$ cat src/rtl/pd_pkg.sv
// ----------------------------------------------------------------------------
// pd_pkg
// Shared definitions for the sequential 2-to-4 priority decoder.
//   state_t : decoder FSM states (IDLE, HOLD, GAP)
//   CODE_W  : width of the encoded index
//   LINES   : number of decoded output lines
//   onehot4 : maps a 2-bit code to its one-hot 4-bit line pattern
// ----------------------------------------------------------------------------
package pd_pkg;

    localparam int CODE_W = 2;
    localparam int LINES  = 4;

    typedef enum logic [1:0] {
        IDLE = 2'd0,
        HOLD = 2'd1,
        GAP  = 2'd2
    } state_t;

    function automatic logic [LINES-1:0] onehot4(input logic [CODE_W-1:0] code);
        logic [LINES-1:0] lines;
        lines       = '0;
        lines[code] = 1'b1;
        return lines;
    endfunction

endpackage

$ cat src/rtl/dec_hold_counter_v.sv
// ----------------------------------------------------------------------------
// dec_hold_counter_v
// Loadable down-counter with a zero flag. Times both the HOLD and the GAP
// phases of the decoder. Load has priority over decrement.
//   clk      in   clock, rising edge
//   rst_n    in   asynchronous active-low reset (count clears to 0)
//   load     in   load load_val on the next edge
//   load_val in   value to load (CW bits)
//   dec      in   decrement on the next edge (must not be used at zero)
//   zero     out  count is zero
// ----------------------------------------------------------------------------
module dec_hold_counter_v #(
    parameter int CW = 8
) (
    input  logic          clk,
    input  logic          rst_n,
    input  logic          load,
    input  logic [CW-1:0] load_val,
    input  logic          dec,
    output logic          zero
);

    logic [CW-1:0] count;

    // NOTE: sequential state is written with non-blocking assignments only, so
    // every flop samples the pre-edge values regardless of block ordering.
    always_ff @(posedge clk or negedge rst_n) begin
        if (!rst_n) begin
            count <= '0;
        end else if (load) begin
            count <= load_val;
        end else if (dec) begin
            // A wrap from zero would silently stretch the phase by 2**CW cycles.
            assert (count != '0);
            count <= count - 1'b1;
        end
    end

    assign zero = (count == '0);

endmodule

$ cat src/rtl/priority_dec_2_4_v.sv
// ----------------------------------------------------------------------------
// priority_dec_2_4_v
// Sequential 2-to-4 decoder: accepts a 2-bit code under valid/ready and drives
// the matching one-hot line for HOLD_CYCLES clocks, then keeps all lines low
// for GAP_CYCLES clocks before accepting the next code.
//
// Optional build macro PRIORITY_DEC_STICKY_EN: adds i_ack; the line is then
// held until a cycle with i_ack=1 in HOLD instead of for HOLD_CYCLES clocks.
//
// Parameters:
//   HOLD_CYCLES  cycles a decoded line stays asserted (1..255)
//   GAP_CYCLES   dead cycles after each hold (0..15)
//   CW           counter width, must hold max(HOLD_CYCLES, GAP_CYCLES)
// Ports:
//   i_clk        in   clock, rising edge
//   i_rst_n      in   asynchronous active-low reset
//   i_code       in   encoded index
//   i_valid      in   i_code is valid this cycle
//   i_ack        in   (sticky build only) release the held line
//   o_ready      out  decoder can accept a code (registered, state==IDLE)
//   o_line       out  one-hot decoded lines, all-zero outside HOLD
//   o_busy       out  state is HOLD or GAP
//   o_last_code  out  last accepted code
// ----------------------------------------------------------------------------
module priority_dec_2_4_v
    import pd_pkg::*;
#(
    parameter int HOLD_CYCLES = 4,
    parameter int GAP_CYCLES  = 1,
    parameter int CW          = 8
) (
    input  logic        i_clk,
    input  logic        i_rst_n,
    input  logic [1:0]  i_code,
    input  logic        i_valid,
`ifdef PRIORITY_DEC_STICKY_EN
    input  logic        i_ack,
`endif
    output logic        o_ready,
    output logic [3:0]  o_line,
    output logic        o_busy,
    output logic [1:0]  o_last_code
);

    localparam logic [CW-1:0] HOLD_LOAD = CW'(HOLD_CYCLES - 1);
    localparam logic [CW-1:0] GAP_LOAD  = (GAP_CYCLES > 0) ? CW'(GAP_CYCLES - 1) : '0;

    state_t        state;
    logic          cnt_load;
    logic          cnt_dec;
    logic [CW-1:0] cnt_val;
    logic          cnt_zero;
    logic          hold_done;

`ifdef PRIORITY_DEC_STICKY_EN
    assign hold_done = i_ack;
`else
    assign hold_done = cnt_zero;
`endif

    // NOTE: every signal written here gets a default first, so no path through
    // the case leaves a value unassigned and no latch is inferred.
    always_comb begin
        cnt_load = 1'b0;
        cnt_dec  = 1'b0;
        cnt_val  = '0;
        unique case (state)
            IDLE: begin
                if (i_valid) begin
                    cnt_load = 1'b1;
                    cnt_val  = HOLD_LOAD;
                end
            end
            HOLD: begin
                if (hold_done) begin
                    cnt_load = (GAP_CYCLES > 0);
                    cnt_val  = GAP_LOAD;
                end else begin
`ifdef PRIORITY_DEC_STICKY_EN
                    cnt_dec  = 1'b0;
`else
                    cnt_dec  = 1'b1;
`endif
                end
            end
            GAP: begin
                cnt_dec = !cnt_zero;
            end
            default: ;
        endcase
    end

    always_ff @(posedge i_clk or negedge i_rst_n) begin
        if (!i_rst_n) begin
            state       <= IDLE;
            o_line      <= '0;
            o_last_code <= '0;
        end else begin
            unique case (state)
                IDLE: begin
                    if (i_valid) begin
                        o_last_code <= i_code;
                        o_line      <= onehot4(i_code);
                        state       <= HOLD;
                    end
                end
                HOLD: begin
                    if (hold_done) begin
                        o_line <= '0;
                        state  <= (GAP_CYCLES > 0) ? GAP : IDLE;
                    end
                end
                GAP: begin
                    if (cnt_zero) state <= IDLE;
                end
                default: state <= IDLE;
            endcase
        end
    end

    // NOTE: ready/busy are decodes of the state flop alone, so they are glitch-
    // free registered outputs with no combinational path from i_valid.
    assign o_ready = (state == IDLE);
    assign o_busy  = (state != IDLE);

    dec_hold_counter_v #(.CW(CW)) u_counter (
        .clk      (i_clk),
        .rst_n    (i_rst_n),
        .load     (cnt_load),
        .load_val (cnt_val),
        .dec      (cnt_dec),
        .zero     (cnt_zero)
    );

endmodule

$ cat config.mk
export PLATFORM = sky130hd
export DESIGN_NAME = priority_dec_2_4_v
export DESIGN_NICKNAME = d
export VERILOG_FILES = /design/src/rtl/pd_pkg.sv /design/src/rtl/dec_hold_counter_v.sv /design/src/rtl/priority_dec_2_4_v.sv
export SDC_FILE = /design/constraint.sdc
export NUM_CORES = 1
export LEC_CHECK = 0
export CORE_MARGIN = 8
export CORE_UTILIZATION = 30
export CTS_BUF_LIST = sky130_fd_sc_hd__clkbuf_16
export CTS_CLUSTER_DIAMETER = 120
export DETAILED_ROUTE_END_ITERATION = 7
export PLACE_DENSITY_LB_ADDON = 0.12
export SKIP_LAST_GASP = 1
export SLEW_MARGIN = 30
export SYNTH_ARGS = -nofsm -noshare
export SYNTH_HDL_FRONTEND = slang
export SYNTH_HIERARCHICAL = 1
export SYNTH_SLANG_ARGS = --single-unit
$ cat constraint.sdc
create_clock -name i_clk -period 2.5 [get_ports i_clk]
set_input_delay 0.5 -clock i_clk [delete_from_list [all_inputs] [get_ports i_clk]]
set_output_delay 0.5 -clock i_clk [all_outputs]
set_load 0.01 [all_outputs]
-- Yosys cells after proc, flatten, opt, wreduce, memory -nomap -nowiden
Index checks and enable logic that the tools add are counted.
- add/subtract/negate cells: 1
- order comparisons: 2
- eq/ne operators: 5
- mux-type cells: 18
- reduce and logical (&&, ||, !) cells: 10
- operators with widths (kind ; number):
    $mux W8 ; 2
    $mux W2 ; 5
    $logic_not A8 Y1 ; 1
    $mux W4 ; 2
    $pmux W4 S2 ; 1
    $sub A8 B1 Y8 const B ; 1
    $ne A2 B2 Y1 const B ; 3
    $pmux W2 S3 ; 1
    $reduce_and A3 Y1 ; 2
    $reduce_bool A2 Y1 ; 3
    $mux W1 ; 4
    $pmux W1 S2 ; 2
    $lt A2 B3 Y1 const B ; 1
    $demux W1 S2 ; 1
    $eq A2 B1 Y1 const B ; 1
    $eq A2 B2 Y1 const B ; 1
    $ge A2 B1 Y1 const B ; 1
    $logic_not A2 Y1 ; 1
    $reduce_and A2 Y1 ; 1
    $logic_and A1 B1 Y1 ; 1
    $logic_not A1 Y1 ; 1
- register bits after elaboration: 16

-- Logic depth before layout (Yosys ltp)
- word-level depth: 6
- mapped depth: 8

-- Hierarchy
The synthesis kept the hierarchy.
- by module, submodules not included (module ; times used ; cells each ; area an instance (um^2)):
    dec_hold_counter_v ; 1 ; 50 ; 474.2
    priority_dec_2_4_v ; 1 ; 40 ; 465.4

-- Worst setup path before layout
OpenSTA, ideal clock, no wires.
- path type: register -> register
- start point: register u_counter.count[0]
- end point: register u_counter.count[5]
- setup time: 124 ps
- data arrival time: 2177 ps
- slack: 199 ps
- stages on the path, launching flop included: 9
- buffers on the path: 0
- clock period less this slack: 2301 ps
- cell sequence: dfrtp_1 > inv_1 > ha_1 > nor4b_1 > o21bai_1 > nor2_1 > or4b_4 > o31a_1 > o31a_1
- longest elaborated chain between the ends: 4
- elaborated cells on any way between the ends: 10
- those cells by class: 1 x add/sub; 6 x mux; 3 x reduce/logical
- ends and longest elaborated chain (element ; RTL line ; source):
    start: declaration ; dec_hold_counter_v.sv:23 ; logic [CW-1:0] count;
    start signal: assignment ; dec_hold_counter_v.sv:31 ; count <= load_val;
    start signal: assignment ; dec_hold_counter_v.sv:35 ; count <= count - 1'b1;
    $logic_not A8 Y1 (*) ; dec_hold_counter_v.sv:39 ; assign zero = (count == '0);
    via cnt_zero ; priority_dec_2_4_v.sv:52 ; logic cnt_zero;
    $mux W1 or $logic_not A1 Y1 (tied branches) ; priority_dec_2_4_v.sv:75, priority_dec_2_4_v.sv:87 ;
    $pmux W1 S2 (*) ; priority_dec_2_4_v.sv:67 ; unique case (state)
    via cnt_dec ; priority_dec_2_4_v.sv:50 ; logic cnt_dec;
    $reduce_bool A2 Y1 (no line) (*) ; n/a ;
Mark *: on every way through the listed nets, which the timed path passes. The rest lies on a longest branch. The select of a mux whose other input is x is not followed.
A chain may end at the register's enable or synchronous reset.

-- Worst setup path in the final report
Ends and elaborated chain as after synthesis.

==> qor.txt <==
status = finished clean
fin. max-slew vios = 0
CP required = 2.63 ns
routed vias = 702
GRT Resource Usage Total = 8.41%
Die X = 72.0 µm
Max VDD drop = 0.000401 V
startpoint types = flop
Layout Skew = 0.00403 ns
cells after synthesis = 90
worst hold slack = 0.501 ns
setup violators final = 0
post-synthesis sequential area ratio = 42.6%
routed length per instance = 12.0 µm
fraction of registers with async set/reset = 100%
max_cap viols = 0
Area growth syn-to-layout = 30.5%
Starting DRT DRC Count = 19
CTS tree = done
Post-DRT Antenna Nets = 0
hold crit path type = flop to flop
Hold Violations, Final = 0
IO Pins = 13
buffer count from post-CTS setup fixing = 0
clock slew at reported path FFs = 0.05 ns
Worst Setup Path Type = flop to flop
CTS Buf Count = 3
CTS Root Cell = clkbuf_16
final setup TNS = 0 ns
Final Cycle Share = 91.5%
die height = 72.0 µm
ant diodes = 0
met3 global-route usage = 2.20%
YS warnings = 6
gr busiest metal = met2
max_slew headroom = 50.4%
vias per std cell = 4.50
Tmin final = 2.29 ns
fin nets = 125
initial core utilization = 31.0%
crit end category = flop
drt drc = 0
Synth Flop Type = dfrtp_1
Worst-Margin Slew = 0.741 ns
Fill cells = 299
Core Box Area = 3030 µm²
vias in the first global route = 718
first-pass GRT wire length = 3330 µm
Finished Layout Cells = 156
met1 Usage GRT = 10.5%
share of layout cells above drive strength 1 = 17.9%
hold buffer count at CTS = 0
critical-path maximum fanout = 5
post-synth design cell area = 940 µm²
drt pass-1 iters = 4
Detailed Place HPWL = 1430 µm
H-tree lvl count = 1
RSZ-0062 raised after global routing = no
IO Port Bufs = 12
critical path arrival = 2.42 ns
Power Density = 1270 nW/µm²
Synth cell types = 29
grt ovf = 0
die area = 5180 µm²
maximum clock rate = 0.437 GHz
Pleak = 0.525 nW
pin count of the biggest net entering global routing = 17
Post-Place Cells = 152
GPL Wtd Cong = 0.757
FF+latch count, synth = 16
number of flops mapped to enable cells by yosys = 0
clk_lat worst skew = 0.25 ns
R2R Setup Slk = 0.21 ns
Bufs on Longest Clock Path = 2
CTS sink cnt = 16
M2 GR Usage = 12.1%
initial antenna violation count = 0
Rows = 20
Post-Syn Area per Cell = 10.4 µm²
Routed WL = 1880 µm
post-cts gate resize count = 0
==> cells by family after synthesis <==
logic type	after synthesis	share of synthesized area, %
fa+ha+maj	7	9.32
other cells	1	0.399
compound gates	13	10.3
buf+inv	8	3.59
flops	16	42.6
simple gates	33	20.5
xor+xnor	4	3.73
mux	8	9.59
==> critical path, cell delays in order (launching register included) <==
cell and delay (ns):
dfrtp_1 0.38, inv_1 0.08, ha_1 0.20, nor4b_2 0.16, o21bai_1 0.17, nor2_1 0.14
or4b_4 0.52, o31a_1 0.25, o31a_1 0.27
==> area by class of cell <==
| cell class | instances | area [µm²] | area share, % |
|---|---|---|---|
| Clock buffer | 3 | 75.1 | 6.12 |
| Clock inverter | 1 | 3.75 | 0.306 |
| Inverter | 7 | 26.3 | 2.14 |
| Multi-Input combinational cell | 71 | 531 | 43.3 |
| Sequential cell | 16 | 400 | 32.7 |
| Tap cell | 44 | 55.1 | 4.49 |
| Timing Repair Buffer | 14 | 135 | 11.0 |
==> registers in the layout (all words and copies together), names as in the netlist <==
| signal | flops |
|---|---|
| o_last_code | 2 |
| o_line | 4 |
| state | 2 |
| u_counter/count | 8 |
==> cells in the final DEF (no fill, tap or decap) <==
master / Yosys / final
o21ai_1: 1 / 1
o31a_1: 2 / 2
nand3b_1: 1 / 1
inv_1: 6 / 6
buf_4: 1 / 2
o21ai_0: 8 / 8
nand2b_1: 1 / 1
xor2_1: 2 / 2
nor2b_1: 2 / 2
nor2_1: 2 / 2
clkdlybuf4s50_1: 0 / 12
or4_1: 3 / 3
clkbuf_16: 0 / 3
ha_1: 7 / 7
clkinv_1: 0 / 1
or4b_4: 1 / 1
o21bai_1: 1 / 1
nor3_1: 1 / 1
nand3_1: 2 / 2
nor4b_2: 0 / 1
and4bb_2: 1 / 1
conb_1: 1 / 6
a2bb2oi_4: 1 / 1
inv_2: 1 / 1
dfrtp_1: 16 / 16
xnor2_1: 2 / 2
mux2_2: 8 / 8
nor4_1: 1 / 1
or3_2: 1 / 1
nand2_1: 13 / 13
nand2b_2: 1 / 1
nor3b_1: 2 / 2
==> where the power goes <==
group	total, mW	internal [mW]	switching [mW]
Sequential	0.482	0.381	0.101
Clock	0.316	0.212	0.103
Combinational	0.757	0.404	0.353
Total	1.55	0.997	0.558
==> routing by layer <==
metal	vias to the layer above	routed length [µm]
met1	335	934
met5	-	0
met2	8	829
met4	0	49
li1	354	-
met3	5	62
==> cells in the mapped netlist, types with 2 or more instances <==
master,instances,area [µm²]
nand3_1,2,10.0
ha_1,7,87.6
nor2_1,2,7.51
nor2b_1,2,12.5
or4_1,3,22.5
o21ai_0,8,40.0
xnor2_1,2,17.5
inv_1,6,22.5
xor2_1,2,17.5
dfrtp_1,16,400
nor3b_1,2,15.0
o31a_1,2,17.5
nand2_1,13,48.8
mux2_2,8,90.1
==> metrics by stage <==
stage	area, µm²	power, mW	worst slack (ns)	util, %
final	1230	1.55	0.213	40.5
after global routing	1230	1.68	0.0760	40.5
after CTS	1220	1.57	0.145	40.3
after detailed placement	1140	1.24	0.155	37.7
after global placement	1140	1.23	0.233	37.7
after floorplan	958	0.976	0.199	-
==> path summary, 6_finish.rpt <==
path,startpoint,end,depth (start not counted)
min in group asynchronous,i_rst_n,o_last_code[1],1
max in group asynchronous,i_rst_n,o_line[1],1
hold / removal,o_line[3],o_line[3],1
setup / recovery,u_counter/count[0],u_counter/count[5],8
setup reg to reg,u_counter/count[0],u_counter/count[5],8
hold reg to reg,o_line[3],o_line[3],1
Power figures use the tool's default switching activity.
